<file path="config.mk">
export PLATFORM = sky130hd
export DESIGN_NAME = grom_mem_arbiter
export DESIGN_NICKNAME = d
export VERILOG_FILES = /design/src/rtl/grom_bus_pkg.sv /design/src/rtl/grom_rr_pick.sv /design/src/rtl/grom_mem_arbiter.sv
export SDC_FILE = /design/constraint.sdc
export NUM_CORES = 1
export LEC_CHECK = 0
export CAP_MARGIN = 20
export CORE_MARGIN = 3
export CORE_UTILIZATION = 34
export CTS_CLUSTER_DIAMETER = 50
export DETAILED_ROUTE_END_ITERATION = 12
export GPL_TIMING_DRIVEN = 0
export HOLD_SLACK_MARGIN = 0.12
export PLACE_DENSITY = 0.66
export SYNTH_ARGS = -nofsm -noshare
export SYNTH_HDL_FRONTEND = slang
export SYNTH_SLANG_ARGS = --single-unit
</file>
<file path="constraint.sdc">
create_clock -name clk -period 3.1 [get_ports clk]
set_input_delay 0.62 -clock clk [delete_from_list [all_inputs] [get_ports clk]]
set_output_delay 0.62 -clock clk [all_outputs]
set_load 0.02 [all_outputs]
</file>
<file path="src/rtl/grom_bus_pkg.sv">
// Shared definitions for the grom8 memory bus: arbiter state encoding,
// default bus widths and master index constants.
package grom_bus_pkg;

    localparam int unsigned GROM_ADDR_W = 12;
    localparam int unsigned GROM_DATA_W = 8;

    // Master indices, also the encoding of the winner and last-grant pointer
    localparam logic M_CPU = 1'b0;
    localparam logic M_LDR = 1'b1;

    typedef enum logic [1:0] {
        StIdle  = 2'd0,
        StIssue = 2'd1,
        StWait  = 2'd2,
        StResp  = 2'd3
    } arb_state_e;

endpackage

</file>
<file path="src/rtl/grom_rr_pick.sv">
// Combinational 2-way request picker for the grom8 memory arbiter.
// Default: round-robin on the last-grant pointer.
// GROM_ARB_FIXED_PRIO_EN defined: master 0 always wins ties, pointer ignored.
module grom_rr_pick
    import grom_bus_pkg::*;
(
    input  logic req0_i,
    input  logic req1_i,
    input  logic last_i,
    output logic winner_o,
    output logic valid_o
);

    // Pick a winner among the pending requests
    always_comb begin
        valid_o  = req0_i | req1_i;
        winner_o = M_CPU;
`ifdef GROM_ARB_FIXED_PRIO_EN
        if (!req0_i && req1_i) begin
            winner_o = M_LDR;
        end
`else
        if (req0_i && req1_i) begin
            // Tie goes to the master that was not granted last
            winner_o = ~last_i;
        end else if (req1_i) begin
            winner_o = M_LDR;
        end
`endif
    end

`ifdef GROM_ARB_FIXED_PRIO_EN
    logic unused_last;
    assign unused_last = last_i;
`endif

endmodule

</file>
<file path="src/rtl/grom_mem_arbiter.sv">
// Two-master arbiter in front of the single synchronous grom8 RAM.
// Sequences each access as IDLE -> ISSUE (-> WAIT x MEM_LAT -> RESP) -> IDLE.
// MEM_LAT (RAM read latency) is legal in 1..3.
// Optional build macro GROM_ARB_FIXED_PRIO_EN: master 0 always wins ties and
// the last-grant pointer is removed.
module grom_mem_arbiter
    import grom_bus_pkg::*;
#(
    parameter int unsigned ADDR_W  = GROM_ADDR_W,
    parameter int unsigned DATA_W  = GROM_DATA_W,
    parameter int unsigned MEM_LAT = 1
) (
    input  logic              clk,
    input  logic              reset,
    input  logic              req0,
    input  logic [ADDR_W-1:0] addr0,
    input  logic              we0,
    input  logic [DATA_W-1:0] wdata0,
    input  logic              req1,
    input  logic [ADDR_W-1:0] addr1,
    input  logic              we1,
    input  logic [DATA_W-1:0] wdata1,
    output logic              gnt0,
    output logic              gnt1,
    output logic              rvalid0,
    output logic              rvalid1,
    output logic [DATA_W-1:0] rdata,
    output logic [ADDR_W-1:0] mem_addr,
    output logic              mem_we,
    output logic [DATA_W-1:0] mem_wdata,
    input  logic [DATA_W-1:0] mem_rdata,
    output logic              busy
);

    // Final WAIT count: mem_rdata is valid in the last WAIT cycle
    localparam logic [1:0] LastCnt = 2'(MEM_LAT - 1);

    arb_state_e        state_q, state_d;
    logic [1:0]        cnt_q, cnt_d;
    logic              win_q, win_d;
    logic              we_q, we_d;
    logic [ADDR_W-1:0] mem_addr_q, mem_addr_d;
    logic [DATA_W-1:0] mem_wdata_q, mem_wdata_d;
    logic [DATA_W-1:0] rdata_q, rdata_d;

    logic pick_winner;
    logic pick_valid;
    logic last_ptr;

    grom_rr_pick u_pick (
        .req0_i   (req0),
        .req1_i   (req1),
        .last_i   (last_ptr),
        .winner_o (pick_winner),
        .valid_o  (pick_valid)
    );

`ifdef GROM_ARB_FIXED_PRIO_EN
    assign last_ptr = M_LDR;
`else
    logic last_q, last_d;

    // Last-grant pointer follows every grant
    always_comb begin
        last_d = last_q;
        if (state_q == StIdle && pick_valid) begin
            last_d = pick_winner;
        end
    end

    // Pointer register; reset to master 1 so master 0 wins the first tie
    always_ff @(posedge clk or posedge reset) begin
        if (reset) begin
            last_q <= M_LDR;
        end else begin
            last_q <= last_d;
        end
    end

    assign last_ptr = last_q;
`endif

    // Next-state logic and request/response datapath
    always_comb begin
        state_d     = state_q;
        cnt_d       = cnt_q;
        win_d       = win_q;
        we_d        = we_q;
        mem_addr_d  = mem_addr_q;
        mem_wdata_d = mem_wdata_q;
        rdata_d     = rdata_q;
        unique case (state_q)
            StIdle: begin
                if (pick_valid) begin
                    win_d = pick_winner;
                    if (pick_winner == M_LDR) begin
                        mem_addr_d  = addr1;
                        we_d        = we1;
                        mem_wdata_d = wdata1;
                    end else begin
                        mem_addr_d  = addr0;
                        we_d        = we0;
                        mem_wdata_d = wdata0;
                    end
                    state_d = StIssue;
                end
            end
            StIssue: begin
                if (we_q) begin
                    state_d = StIdle;
                end else begin
                    cnt_d   = 2'd0;
                    state_d = StWait;
                end
            end
            StWait: begin
                if (cnt_q == LastCnt) begin
                    // Register the RAM output so it is presented with rvalid in RESP
                    rdata_d = mem_rdata;
                    state_d = StResp;
                end else begin
                    cnt_d = cnt_q + 2'd1;
                end
            end
            StResp: begin
                state_d = StIdle;
            end
            default: begin
                state_d = StIdle;
            end
        endcase
    end

    // State and datapath registers
    always_ff @(posedge clk or posedge reset) begin
        if (reset) begin
            state_q     <= StIdle;
            cnt_q       <= 2'd0;
            win_q       <= M_CPU;
            we_q        <= 1'b0;
            mem_addr_q  <= '0;
            mem_wdata_q <= '0;
            rdata_q     <= '0;
        end else begin
            state_q     <= state_d;
            cnt_q       <= cnt_d;
            win_q       <= win_d;
            we_q        <= we_d;
            mem_addr_q  <= mem_addr_d;
            mem_wdata_q <= mem_wdata_d;
            rdata_q     <= rdata_d;
        end
    end

    // Strobes decode straight from the state register, so reset kills them at once
    always_comb begin
        gnt0      = (state_q == StIssue) && (win_q == M_CPU);
        gnt1      = (state_q == StIssue) && (win_q == M_LDR);
        rvalid0   = (state_q == StResp) && (win_q == M_CPU);
        rvalid1   = (state_q == StResp) && (win_q == M_LDR);
        mem_we    = (state_q == StIssue) && we_q;
        busy      = (state_q != StIdle);
        mem_addr  = mem_addr_q;
        mem_wdata = mem_wdata_q;
        rdata     = rdata_q;
    end

endmodule

</file>
==> results of run 1 <==
==> sequential cells by signal, indices dropped and copies added (netlist names), named ones only <==
| signal | cells |
|---|---|
| mem_addr | 12 |
| mem_wdata | 8 |
| rdata | 8 |
| cnt_q | 2 |
| last_ptr | 1 |
| state_q | 1 |
| we_q | 1 |
| win_q | 1 |
==> where the power goes <==
| part | internal, W | leakage (nW) | switching, W | total (W) |
|---|---|---|---|---|
| Clock | 0.000157 | 0.0422 | 0.000151 | 0.000308 |
| Combinational | 0.000762 | 0.744 | 0.000625 | 0.00139 |
| Sequential | 0.000686 | 0.414 | 0.000123 | 0.000810 |
==> Yosys cell counts, types with 2 or more instances <==
| library cell | number |
|---|---|
| buf_2 | 3 |
| a21oi_1 | 3 |
| nor2_1 | 9 |
| buf_6 | 2 |
| mux2_4 | 18 |
| inv_1 | 6 |
| mux2i_1 | 3 |
| nand2_1 | 3 |
| nand2b_1 | 3 |
| dfrtp_1 | 34 |
| mux2_2 | 30 |
==> how the worst min path moves through the flow <==
stage                        to  slack, ps
floorplan             flip-flop        450
global placement      flip-flop        480
detailed placement     rdata[6]        490
CTS                    rdata[6]        510
global route        mem_addr[6]        530
finish                 rdata[6]        500
==> layout by cell type, fill, tap and decap left out, drive strengths merged <==
cell type / count
a21bo: 1
nand2: 3
clkdlybuf4s50: 87
buf: 6
mux2: 48
dfstp: 1
nand3b: 1
mux2i: 3
clkbuf: 7
nor2: 9
inv: 6
a21oi: 3
o21ai: 2
o32ai: 1
clkinv: 1
o2bb2ai: 1
a31oi: 1
ha: 1
nand2b: 3
dfrtp: 34
==> worst register-to-register path, delay by kind of cell, from the launching register on <==
| kind | cells | cell delay [ps] |
|---|---|---|
| muxes | 1 | 300 |
| DFF | 1 | 370 |
| buffers and inverters | 2 | 400 |
| AOI/OAI and AO/OA | 1 | 170 |
| and+or+nand+nor | 1 | 290 |
==> logic make-up after synthesis <==
kind of cell | Yosys count | synth area share, %
adder cells (fa/ha/maj) | 1 | 0.724
AND/OR/NAND/NOR | 16 | 4.13
buffers and inverters | 11 | 3.48
multiplexers | 51 | 36.9
flip-flops | 35 | 50.8
AO/OA/AOI/OAI | 9 | 3.98
==> metal layers <==
metal	track usage (%)	wire, µm	vias up	share of wire (%)
met3	5.87	359	9	8.6
met4	5.69	76	0	1.8
met5	0	0	-	0
li1	-	-	620	-
met1	17.0	1610	631	38
met2	26.2	2130	59	51
==> area by class of cell <==
type	count	area (µm²)	area share [%]
Inverter	6	22.5	0.807
Sequential cell	35	877	31.4
Clock buffer	7	76.3	2.73
Tap cell	67	83.8	3.00
Buffer	5	37.5	1.34
Clock inverter	1	5.00	0.179
Multi-Input combinational cell	77	791	28.3
Timing Repair Buffer	88	898	32.2
==> through the flow <==
| step | worst slack [ps] | instances | hold WS (ps) | power (W) |
|---|---|---|---|---|
| finish | 727 | 286 | 501 | 0.00250 |
| global placement | 863 | 277 | 476 | 0.00217 |
| floorplan | 1450 | 123 | 451 | 0.00158 |
| CTS | 700 | 286 | 508 | 0.00255 |
| detailed placement | 808 | 278 | 493 | 0.00222 |
| global route | 638 | 286 | 529 | 0.00266 |
==> out/results.txt, run 1 <==
status -> finished, final reports clean
Worst Hold Class -> reg -> reg
hold path start -> rdata[6]
Fin. Hold Viols -> 0
Die H -> 77.3 µm
Max-cap violations -> 0
asr flop ratio synth -> 100%
Fin Setup TNS -> 0 ps
share of cells above drive strength 1 -> 28.8%
Max-slew headroom -> 60.5%
pin count of the biggest net entering global routing -> 24
Final min period -> 2370 ps
worst r2r path cells -> 5
worst slew pin tran -> 593 ps
delay-heaviest family, CP -> buffers and inverters
slowest CP cell -> clkdlybuf4s50_1
Post-synth EDFFs -> 0
Top FF cell, synth -> dfrtp_1
final worst-path cycle share -> 76.5%
final instance area -> 0.00279 mm²
Clock Pin Slew Worst Setup and Hold Paths -> 60 ps
Via-to-Cell Ratio -> 4.61
DR iter-0 viols -> 25
kind of critical path -> reg -> out
core area -> 0.00482 mm²
Mapped Cells -> 123
Sink Count -> 35
Post-Syn Nets -> 178
stages on the worst setup path -> 4
total wire length -> 4170 µm
antenna-violating nets left -> 0
initial antenna violation count -> 0
Post-DP Area -> 0.00271 mm²
fmax -> 421 MHz
CTS tree -> yes
Ports -> 88
Die Wd -> 77.3 µm
Critical R2R Capture -> mem_wdata[1]
Fill cells -> 415
Clk Tree Root Cell -> clkbuf_8
post-layout util -> 57.9%
Avg Inst Size Synth -> 14.0 µm²
Syn. warnings -> 0
r2r setup slk -> 1470 ps
via count -> 1319
slowest stage delay, CP -> 630 ps
DP HPWL -> 3360 µm
DRC errors left -> 0
port bufs -> 87
CP max FO -> 8
CTS H-Tree Depth -> 2
number of global-route vias before repair -> 1480
GRT Residual Overflow -> 0
number of hold buffers added after cts -> 0
global-route wire length before repair -> 7130 µm
Final Max Tran Viols -> 0
Buf/Inv on CP -> 2
CP cell instances -> buf_2 > nand2b_1 > nor2_1 > clkdlybuf4s50_1
clock buffer count from CTS -> 5
synthesized area -> 0.00173 mm²
Setup Skew -> 4.62 ps
Tot GR Track Use -> 15.2%
crit path launch type -> flip-flop
area fraction of the dominant cell type after synthesis -> 49.2%
# nets final -> 273
Critical Path AT -> 1750 ps
synth top area cells -> dfrtp_1 (49%), mux2_2 (20%), mux2_4 (16%)
Finish-stage setup viols -> 0
P&R area growth vs syn -> 61.5%
first-pass detailed-route iteration total -> 4
CP endpoint kind -> primary output
Hold Path Depth -> 1
maximum clock insertion buffer count -> 2
WL/cell -> 14.6 µm
sequential area share after synthesis -> 50.8%
Yosys cell types -> 20
clk_lat worst skew -> 280 ps
ant diodes -> 0
Initial Utilization -> 35.9%
peak supply drop -> 0.403 mV
CP endpoint -> mem_we
Req. time, crit path -> 2480 ps
unrepaired setup endpoints after global routing -> false
Yosys reg bits -> 35
gp weighted congestion -> 0.713
Synth area leader -> dfrtp_1
Row Count -> 25
Power Dens Cells -> 897 mW/mm²
Leak Pwr -> 1.20 nW
post-CTS setup buffers -> 0
Die ar. -> 0.00597 mm²
post-CTS resize count -> 0
Note: power is estimated with default switching activity, not from simulation.
==> run 2, diff against run 1 <==
clock period = 2.3 ns   (was 3.1 ns; I/O delays follow)
==> out/results.txt, run 2 (synthesis gave the netlist of run 1 again) <==
commonest non-fill, non-tap cells in the layout -> clkdlybuf4s50_1 (86), dfrtp_1 (34), mux2_2 (30), mux2_4 (18), nor2_1 (8)
initial antenna violation count -> 0
crit path launch type -> flip-flop
DP HPWL -> 3360 µm
WL/cell -> 14.6 µm
Final Max Tran Viols -> 0
clock buffer count from CTS -> 5
Max-cap violations -> 0
via count -> 1316
core area -> 0.00482 mm²
peak supply drop -> 0.543 mV
Req. time, crit path -> 1840 ps
Leak Pwr -> 1.22 nW
Max-slew headroom -> 60.7%
Tot GR Track Use -> 15.2%
Ports -> 88
Die H -> 77.3 µm
CP cell instances -> buf_2 > nand2b_1 > nor2_1 > clkdlybuf4s50_1
GRT Residual Overflow -> 0
post-layout util -> 58.1%
number of global-route vias before repair -> 1480
Setup Skew -> 3.79 ps
total wire length -> 4170 µm
DRC errors left -> 0
Die ar. -> 0.00597 mm²
most common cell after layout, fill and taps aside -> clkdlybuf4s50_1
fmax -> 460 MHz
# nets final -> 273
Worst Hold Class -> reg -> reg
P&R area growth vs syn -> 61.8%
port bufs -> 87
share of cells above drive strength 1 -> 29.2%
clk_lat worst skew -> 280 ps
Row Count -> 25
slowest stage delay, CP -> 610 ps
slowest CP cell -> clkdlybuf4s50_1
Fin. Hold Viols -> 0
first-pass detailed-route iteration total -> 4
area of the multi-input gates -> 793 µm²
gp weighted congestion -> 0.713
status -> finished, final reports clean
CTS tree -> yes
CTS H-Tree Depth -> 2
Finish-stage setup viols -> 0
post-CTS setup buffers -> 0
CP max FO -> 8
Critical Path AT -> 1720 ps
Fin Setup TNS -> 0 ps
FF+latch area -> 877 µm²
pin count of the biggest net entering global routing -> 24
Fill cells -> 414
global-route wire length before repair -> 7130 µm
delay-heaviest family, CP -> buffers and inverters
maximum clock insertion buffer count -> 2
kind of critical path -> reg -> out
Power Dens Cells -> 1210 mW/mm²
Via-to-Cell Ratio -> 4.60
Clock Pin Slew Worst Setup and Hold Paths -> 60 ps
antenna-violating nets left -> 0
max reg flops -> 12
Sink Count -> 35
Place WS -> 168 ps
Clk Tree Root Cell -> clkbuf_8
number of hold buffers added after cts -> 0
Final min period -> 2180 ps
Buf/Inv on CP -> 2
ant diodes -> 0
DR iter-0 viols -> 25
CP endpoint kind -> primary output
final worst-path cycle share -> 94.6%
unrepaired setup endpoints after global routing -> false
Die Wd -> 77.3 µm
Worst Setup Slack, final -> 125 ps
Initial Utilization -> 35.9%
worst slew pin tran -> 589 ps
run 2: changes by cell type in the layout (fill, tap and decap cells not counted):
cell / before / now
clkdlybuf4s50_1: 87 / 86
dlymetal6s2s_1: 0 / 1
nor2_1: 9 / 8
nor2_2: 0 / 1
run 2: path summary, 6_finish.rpt:
kind / startpoint / end / slack [ps] / cells after the start
min: rdata[6] / rdata[6] / 500 / 1
max in group asynchronous: reset / last_ptr / 1170 / 3
max: flip-flop / gnt1 / 120 / 4
min reg2reg: rdata[6] / rdata[6] / 500 / 1
min in group asynchronous: reset / mem_addr[3] / 540 / 2
max reg2reg: last_ptr / mem_addr[11] / 710 / 4
run 2: where the power goes:
| group | total [W] | internal (W) | leakage [nW] | switching, W |
|---|---|---|---|---|
| combinational | 0.00187 | 0.00103 | 0.760 | 0.000842 |
| sequential | 0.00109 | 0.000925 | 0.414 | 0.000168 |
| clock | 0.000415 | 0.000212 | 0.0422 | 0.000203 |
| total | 0.00338 | 0.00216 | 1.22 | 0.00121 |
run 2: metrics by stage:
stage	cell area, µm²	cells	hold slack, ps	total power, W
3_5_place_dp	2710	278	493	0.00299
3_3_place_gp	2680	277	476	0.00293
4_1_cts	2790	286	508	0.00343
5_1_grt	2800	286	529	0.00359
6_report	2800	286	501	0.00338
2_1_floorplan	1730	123	451	0.00214
run 2: metal layers:
layer  GRT usage, %  up-vias  part of all wire [%]
met4           5.69        0                   1.8
li1               -      620                     -
met3           5.87       10                   8.4
met1           17.0      627                    39
met2           26.2       59                    51
met5              0        -                     0
run 2: layout make-up:
type,count,share of cell area [%]
Timing Repair Buffer,88,32.2
Sequential cell,35,31.4
Multi-Input combinational cell,77,28.4
Tap cell,67,3.00
Clock buffer,7,2.73
Buffer,5,1.34
Inverter,6,0.805
Clock inverter,1,0.179
run 2: what timing repair did:
item,in CTS,in global routing
gates resized for setup,0,2
setup endpoints to repair,0,2
endpoints found under the hold margin,0,0
